File: config.mk
export PLATFORM = sky130hd
export DESIGN_NAME = exhaustive_vector_sweeper_flat
export DESIGN_NICKNAME = d
export VERILOG_FILES = /design/src/rtl/sweep_pkg.sv /design/src/rtl/exhaustive_vector_sweeper_if.sv /design/src/rtl/sweep_settle_timer.sv /design/src/rtl/exhaustive_vector_sweeper.sv /design/src/flat_wrapper.sv
export SDC_FILE = /design/constraint.sdc
export NUM_CORES = 1
export LEC_CHECK = 0
export ABC_AREA = 1
export CAP_MARGIN = 10
export CORE_MARGIN = 3
export CORE_UTILIZATION = 48
export DETAILED_ROUTE_END_ITERATION = 6
export PLACE_DENSITY = 0.76
export SYNTH_ARGS = -nofsm -noshare
export SYNTH_HDL_FRONTEND = slang
export SYNTH_SLANG_ARGS = --single-unit
export TNS_END_PERCENT = 10
File: constraint.sdc
create_clock -name CK -period 5.27 [get_ports CK]
set_input_delay 0.527 -clock CK [delete_from_list [all_inputs] [get_ports CK]]
set_output_delay 0.527 -clock CK [all_outputs]
set_load 0.05 [all_outputs]
File: src/rtl/sweep_pkg.sv
// Shared types and helpers for the exhaustive vector sweeper.
package sweep_pkg;

    localparam int unsigned SETTLE_W = 8;

    typedef enum logic [1:0] {
        IDLE   = 2'd0,
        SETTLE = 2'd1,
        EMIT   = 2'd2,
        DONE   = 2'd3
    } sweep_state_t;

    function automatic int unsigned num_vectors(input int unsigned n_width);
        return 32'd1 << n_width;
    endfunction

endpackage

File: src/rtl/exhaustive_vector_sweeper_if.sv
// Response stream from the sweeper to the downstream logger.
interface exhaustive_vector_sweeper_if #(
    parameter int unsigned N_WIDTH   = 5,
    parameter int unsigned OUT_WIDTH = 1
) ();

    logic                 resp_valid;
    logic                 resp_ready;
    logic [N_WIDTH-1:0]   resp_vec;
    logic [OUT_WIDTH-1:0] resp_data;

    modport master (
        output resp_valid,
        output resp_vec,
        output resp_data,
        input  resp_ready
    );

    modport slave (
        input  resp_valid,
        input  resp_vec,
        input  resp_data,
        output resp_ready
    );

endinterface

File: src/rtl/sweep_settle_timer.sv
// Loadable down-counter that paces the settle interval of each vector.
module sweep_settle_timer
    import sweep_pkg::*;
(
    input  logic                clk,
    input  logic                rst_n,
    input  logic                load,
    input  logic [SETTLE_W-1:0] load_val,
    input  logic                dec,
    output logic                zero_c
);

    logic [SETTLE_W-1:0] count_q;

    always_ff @(posedge clk or negedge rst_n) begin
        if (!rst_n) begin
            count_q <= '0;
        end else if (load) begin
            count_q <= load_val;
        end else if (dec && (count_q != '0)) begin
            count_q <= count_q - 1'b1;
        end
    end

    assign zero_c = (count_q == '0);

endmodule

File: src/rtl/exhaustive_vector_sweeper.sv
// Drives every input vector of the DUT in order, captures its truth table,
// compares against golden and streams each (vector, response) pair out.
module exhaustive_vector_sweeper
    import sweep_pkg::*;
#(
    parameter int unsigned N_WIDTH       = 5,
    parameter int unsigned OUT_WIDTH     = 1,
    parameter int unsigned SETTLE_CYCLES = 2
) (
    input  logic                                      CK,
    input  logic                                      reset,
    input  logic                                      start,
    input  logic                                      abort,
    output logic [N_WIDTH-1:0]                        N,
    input  logic [OUT_WIDTH-1:0]                      dut_out,
    input  logic [num_vectors(N_WIDTH)*OUT_WIDTH-1:0] golden,
    exhaustive_vector_sweeper_if.master               resp,
    output logic                                      busy,
    output logic                                      done,
    output logic [num_vectors(N_WIDTH)*OUT_WIDTH-1:0] truth_table,
    output logic [N_WIDTH:0]                          mismatch_cnt,
    output logic [N_WIDTH-1:0]                        first_mismatch
);

    localparam int unsigned NV    = num_vectors(N_WIDTH);
    localparam int unsigned IDX_W = N_WIDTH + 1;
    localparam int unsigned TT_W  = NV * OUT_WIDTH;
    localparam int unsigned TT_AW = $clog2(TT_W);
    localparam logic [IDX_W-1:0] LAST_IDX = IDX_W'(NV - 1);

    sweep_state_t         state_q, state_d;
    logic [IDX_W-1:0]     idx_q, idx_d;
    logic [N_WIDTH-1:0]   idx_lo;
    logic [TT_AW-1:0]     tt_base;
    logic [OUT_WIDTH-1:0] golden_entry;

    logic                 valid_q, valid_d;
    logic [N_WIDTH-1:0]   vec_q, vec_d;
    logic [OUT_WIDTH-1:0] data_q, data_d;
    logic [N_WIDTH-1:0]   n_d;
    logic                 busy_d, done_d;
    logic [TT_W-1:0]      tt_d;
    logic [N_WIDTH:0]     mcnt_d;
    logic [N_WIDTH-1:0]   first_d;

    logic                 timer_load, timer_dec, timer_zero;
    logic                 handshake;

    sweep_settle_timer u_timer (
        .clk      (CK),
        .rst_n    (reset),
        .load     (timer_load),
        .load_val (SETTLE_W'(SETTLE_CYCLES)),
        .dec      (timer_dec),
        .zero_c   (timer_zero)
    );

    assign idx_lo       = idx_q[N_WIDTH-1:0];
    assign tt_base      = TT_AW'(idx_lo * OUT_WIDTH);
    assign golden_entry = golden[tt_base +: OUT_WIDTH];
    assign handshake    = valid_q & resp.resp_ready;

    assign resp.resp_valid = valid_q;
    assign resp.resp_vec   = vec_q;
    assign resp.resp_data  = data_q;

    always_ff @(posedge CK or negedge reset) begin
        if (!reset) begin
            state_q <= IDLE;
        end else begin
            state_q <= state_d;
        end
    end

    // Abort overrides every transition, including a coincident start.
    always_comb begin
        state_d = state_q;
        if (abort) begin
            state_d = IDLE;
        end else begin
            unique case (state_q)
                IDLE, DONE: if (start)      state_d = SETTLE;
                SETTLE:     if (timer_zero) state_d = EMIT;
                EMIT: begin
                    if (handshake) state_d = (idx_q == LAST_IDX) ? DONE : SETTLE;
                end
                default: state_d = IDLE;
            endcase
        end
    end

    always_comb begin
        idx_d      = idx_q;
        n_d        = N;
        valid_d    = valid_q;
        vec_d      = vec_q;
        data_d     = data_q;
        done_d     = done;
        tt_d       = truth_table;
        mcnt_d     = mismatch_cnt;
        first_d    = first_mismatch;
        timer_load = 1'b0;
        timer_dec  = 1'b0;

        if (abort) begin
            idx_d   = '0;
            n_d     = '0;
            valid_d = 1'b0;
            done_d  = 1'b0;
        end else begin
            unique case (state_q)
                IDLE, DONE: begin
                    if (start) begin
                        idx_d      = '0;
                        n_d        = '0;
                        done_d     = 1'b0;
                        tt_d       = '0;
                        mcnt_d     = '0;
                        first_d    = '0;
                        timer_load = 1'b1;
                    end
                end
                SETTLE: begin
                    if (!timer_zero) begin
                        timer_dec = 1'b1;
                    end else begin
                        valid_d                    = 1'b1;
                        vec_d                      = idx_lo;
                        data_d                     = dut_out;
                        tt_d[tt_base +: OUT_WIDTH] = dut_out;
                        if (dut_out != golden_entry) begin
                            mcnt_d = mismatch_cnt + 1'b1;
                            if (mismatch_cnt == '0) first_d = idx_lo;
                        end
                    end
                end
                EMIT: begin
                    if (handshake) begin
                        valid_d = 1'b0;
                        if (idx_q == LAST_IDX) begin
                            done_d = 1'b1;
                        end else begin
                            idx_d      = idx_q + 1'b1;
                            n_d        = N_WIDTH'(idx_q + 1'b1);
                            timer_load = 1'b1;
                        end
                    end
                end
                default: ;
            endcase
        end

        busy_d = (state_d == SETTLE) || (state_d == EMIT);
    end

    always_ff @(posedge CK or negedge reset) begin
        if (!reset) begin
            idx_q          <= '0;
            N              <= '0;
            valid_q        <= 1'b0;
            vec_q          <= '0;
            data_q         <= '0;
            busy           <= 1'b0;
            done           <= 1'b0;
            truth_table    <= '0;
            mismatch_cnt   <= '0;
            first_mismatch <= '0;
        end else begin
            idx_q          <= idx_d;
            N              <= n_d;
            valid_q        <= valid_d;
            vec_q          <= vec_d;
            data_q         <= data_d;
            busy           <= busy_d;
            done           <= done_d;
            truth_table    <= tt_d;
            mismatch_cnt   <= mcnt_d;
            first_mismatch <= first_d;
        end
    end

endmodule
File: src/flat_wrapper.sv
// flat-port wrapper written by rule: the top's interface ports become plain ports
module exhaustive_vector_sweeper_flat import sweep_pkg::*;
#(
    parameter int unsigned N_WIDTH       = 5,
    parameter int unsigned OUT_WIDTH     = 1,
    parameter int unsigned SETTLE_CYCLES = 2
)
  (CK, reset, start, abort, N, dut_out, golden, busy, done, truth_table, mismatch_cnt, first_mismatch, resp_resp_valid, resp_resp_vec, resp_resp_data, resp_resp_ready);
  exhaustive_vector_sweeper_if #(.N_WIDTH(N_WIDTH), .OUT_WIDTH(OUT_WIDTH)) resp_i ();
  input  logic CK;
  input  logic reset;
  input  logic start;
  input  logic abort;
  output logic [N_WIDTH-1:0] N;
  input  logic [OUT_WIDTH-1:0] dut_out;
  input  logic [num_vectors(N_WIDTH)*OUT_WIDTH-1:0] golden;
  output logic busy;
  output logic done;
  output logic [num_vectors(N_WIDTH)*OUT_WIDTH-1:0] truth_table;
  output logic [N_WIDTH:0] mismatch_cnt;
  output logic [N_WIDTH-1:0] first_mismatch;
  output wire logic [$bits(resp_i.resp_valid)-1:0] resp_resp_valid;
  output wire logic [$bits(resp_i.resp_vec)-1:0] resp_resp_vec;
  output wire logic [$bits(resp_i.resp_data)-1:0] resp_resp_data;
  input wire logic [$bits(resp_i.resp_ready)-1:0] resp_resp_ready;
  assign resp_resp_valid = resp_i.resp_valid;
  assign resp_resp_vec = resp_i.resp_vec;
  assign resp_resp_data = resp_i.resp_data;
  assign resp_i.resp_ready = resp_resp_ready;
  exhaustive_vector_sweeper #(.N_WIDTH(N_WIDTH), .OUT_WIDTH(OUT_WIDTH), .SETTLE_CYCLES(SETTLE_CYCLES)) u_core (.CK(CK), .reset(reset), .start(start), .abort(abort), .N(N), .dut_out(dut_out), .golden(golden), .resp(resp_i), .busy(busy), .done(done), .truth_table(truth_table), .mismatch_cnt(mismatch_cnt), .first_mismatch(first_mismatch));
endmodule
==> impl_results.rst <==
.. list-table::
   :header-rows: 1

   * - Metric
     - Value
   * - Post-Route WL
     - 11300 microns
   * - Max Cap Viol
     - 0
   * - Final worst clock skew
     - 0.0155 ns
   * - Maximum level of the CTS H-tree
     - 3
   * - Pre-antenna DRT Iters
     - 4
   * - Detailed router's first-iteration violation count
     - 332
   * - Register bit count reported by yosys
     - 68
   * - Result of the run
     - complete, no violations
   * - Via count of the first global-routing pass
     - 4141
   * - Clock tree from TritonCTS
     - done
   * - Initial antenna violation count
     - 0
   * - Fraction of final layout cells sized beyond drive strength 1
     - 0.0784
   * - Yosys warnings
     - 0
   * - Critical path startpoint
     - u_core.idx_q[0]
   * - Crit path launch type
     - register
   * - Share of synthesized flip-flops with an asynchronous set or reset
     - 1.00
   * - Cts repair resizes
     - 0
   * - PwrDens
     - 275 nW/um^2
   * - Largest fanout of any net on the critical path
     - 27
   * - Logic gate share of total power
     - 0.253
   * - Most common cell after layout, fill and taps aside
     - nand2_1
   * - Number of buffers on the longest clock path
     - 2
   * - CP endpoint
     - u_core.truth_table[31]
   * - Commonest cells after routing, fill and taps aside
     - nand2_1 (143), clkdlybuf4s50_1 (93), inv_1 (72)
   * - Overall die height
     - 101 microns
   * - Number of hold buffers added after CTS
     - 0
   * - Width of the die
     - 101 microns
   * - Layout overhead on the synthesized area
     - 26.0%
   * - Reg2Reg Launch Point
     - u_core.idx_q[0]
   * - Global-route wire length before repair
     - 19500 microns
   * - Share of total power consumed by net switching
     - 0.324
   * - # clock sinks
     - 68
   * - Count of distinct cell types in the synthesized netlist
     - 39
   * - Pins Over Slew Limit
     - 0
   * - HPWL Detailed
     - 8240 microns
   * - Leakage
     - 2.54 nW
   * - Critical R2R Capture
     - u_core.truth_table[31]
   * - Antenna-violating nets left
     - 0
   * - Effective utilization at floorplan
     - 0.498
   * - Remaining global-route overflow
     - 0
   * - Net Switching
     - 0.489 mW
   * - Post-Layout Cell Count
     - 784
   * - Number of failing hold endpoints at the final stage
     - 0
   * - Hold slack
     - 0.360 ns
   * - Critical path start-end classification
     - register to register
   * - Internal power component
     - 1.02 mW
   * - Total Nets Final
     - 719
   * - Final cycle utilization of the critical path
     - 0.645
   * - Transition time at the pin with the least slew margin
     - 1.03 ns
   * - Diodes inserted
     - 0
   * - Number of remaining DRC errors
     - 0
   * - Unrepaired setup endpoints after global routing
     - no
   * - Min-Delay Path Class
     - input port to asynchronous set/reset pin
   * - Post-synthesis cell count
     - 591
   * - Cell area after synthesis
     - 4370 sq um
   * - Net Count, Synth
     - 639
   * - Average wire per cell in the routed design
     - 14.5 microns
   * - Arrival time at the worst endpoint
     - 3.62 ns
   * - Area used by sequential logic in the layout
     - 1700 sq um
   * - Time the worst path needs with I/O delays and setup
     - 3.40 ns
   * - Critical path capture point type
     - register
   * - Multi-input logic area
     - 2160 sq um
   * - I/O Buffers
     - 94
   * - Final setup vio count
     - 0
   * - Worst Reg-to-Reg Cells
     - 12
   * - Upper clock frequency limit
     - 294 MHz
   * - Routed vias
     - 4318
   * - Synth Area per Inst
     - 7.39 sq um
   * - Primary flip-flop cell chosen by synthesis mapping
     - dfrtp_1
   * - Clk pwr share
     - 0.354
   * - Total global routing track utilization
     - 0.231
   * - Worst slew slack as a fraction of its limit
     - 0.314
   * - Number of enable-type register cells in the synthesized netlist
     - 0
   * - Via density per instance
     - 5.51
   * - Sequential group share of total power
     - 0.393
   * - Core Footprint
     - 8760 sq um
   * - Largest net degree at the start of global routing
     - 69
   * - Setup repair bufs after CTS
     - 0
   * - Setup TNS after final layout
     - 0 ns
   * - Clock Root Buffer
     - clkbuf_8
   * - Worst-Skew Late Latency
     - 0.35 ns
   * - Maximum resistive drop on vdd
     - 0.000242 V
   * - Layout filler cell count
     - 769
   * - RePlAce Congestion
     - 0.927
   * - Sequential fraction of the synthesis area
     - 0.390
   * - FP Rows
     - 34
   * - Number of ports placed on the die boundary
     - 95
   * - Cell count after placement
     - 768
   * - Die area
     - 10300 sq um
   * - Data required time of the critical path
     - 5.49 ns
   * - Cts bufs inserted
     - 9
   * - Worst-path clk slew
     - 0.07 ns
   * - Setup slack on the worst flop-to-flop path
     - 1.87 ns
[final cells by class]
class | count | area share
Clock inverter | 6 | 0.0202
Timing Repair Buffer | 96 | 0.173
Multi-Input combinational cell | 419 | 0.393
Sequential cell | 68 | 0.309
Inverter | 77 | 0.0550
Tap cell | 108 | 0.0246
Clock buffer | 10 | 0.0250
[cell families after synthesis]
kind of cell,share of synthesized area
AND/OR/NAND/NOR,0.301
AO/OA/AOI/OAI,0.155
buffers and inverters,0.115
flip-flops,0.390
adder cells (fa/ha/maj),0.0286
XOR/XNOR,0.0103
[worst min path at each step]
stage | slack [ns] | startpoint | end
finish | 0.36 | reset | u_core.mismatch_cnt[2]
global route | 0.43 | reset | u_core.mismatch_cnt[2]
CTS | 0.40 | reset | u_core.mismatch_cnt[2]
detailed placement | 0.47 | u_core.truth_table[14] | u_core.truth_table[14]
global placement | 0.47 | u_core.truth_table[14] | u_core.truth_table[14]
floorplan | 0.23 | reset | u_core.busy
[per-layer routing]
| layer | share of wire | track usage |
|---|---|---|
| met1 | 0.42 | 0.307 |
| met2 | 0.50 | 0.382 |
| met3 | 0.066 | 0.0489 |
| met4 | 0.016 | 0.0654 |
| met5 | 0 | 0 |
[critical path, stage by stage (launching register included)]
cell and delay [ns]:
dfrtp_1 0.93, inv_2 0.36, ha_1 0.42, nand2_1 0.11
nand2_1 0.05, nand2_1 0.36, inv_1 0.32, nor2_1 0.16
inv_1 0.15, o21ai_0 0.20, nand2_1 0.08, nand2_1 0.09
o31ai_1 0.07
[Yosys cell counts, types with 5 or more instances]
cell | instances | area (sq um)
a21oi_1 | 11 | 55.1
a32o_1 | 13 | 130
buf_2 | 5 | 25.0
buf_4 | 12 | 90.1
dfrtp_1 | 68 | 1700
ha_1 | 10 | 125
inv_1 | 72 | 270
nand2_1 | 143 | 537
nand2_2 | 11 | 68.8
nand3_1 | 43 | 215
nand4_1 | 9 | 56.3
nor2_1 | 68 | 255
nor3_1 | 12 | 60.1
o21ai_0 | 53 | 265
o21ai_2 | 7 | 61.3
o31ai_1 | 13 | 97.6
[state kept, by name, indices dropped and copies added (netlist names), 2 cells and up]
signal / flops
u_core.first_mismatch: 5
u_core.idx_q: 6
u_core.mismatch_cnt: 6
u_core.resp.resp_vec: 5
u_core.state_q: 2
u_core.truth_table: 32
u_core.u_timer.count_q: 8
[metrics by stage]
stage | instance area [sq um] | setup slack, ns | util | power [mW]
2_1_floorplan | 4370 | 3.16 | - | 0.872
3_3_place_gp | 5260 | 2.16 | 0.600 | 0.968
3_5_place_dp | 5260 | 1.91 | 0.600 | 0.979
4_1_cts | 5500 | 1.89 | 0.628 | 1.52
5_1_grt | 5500 | 1.53 | 0.628 | 1.59
6_report | 5500 | 1.87 | 0.628 | 1.51
[power groups by stage]
stage               Sequential [mW]  Combinational [mW]  Clock, mW
global route                  0.601               0.431      0.562
global placement              0.602               0.367          0
detailed placement            0.603               0.375          0
finish                        0.594               0.382      0.535
CTS                           0.593               0.382      0.541
floorplan                     0.644               0.228          0
(Power assumes the default switching activity.)
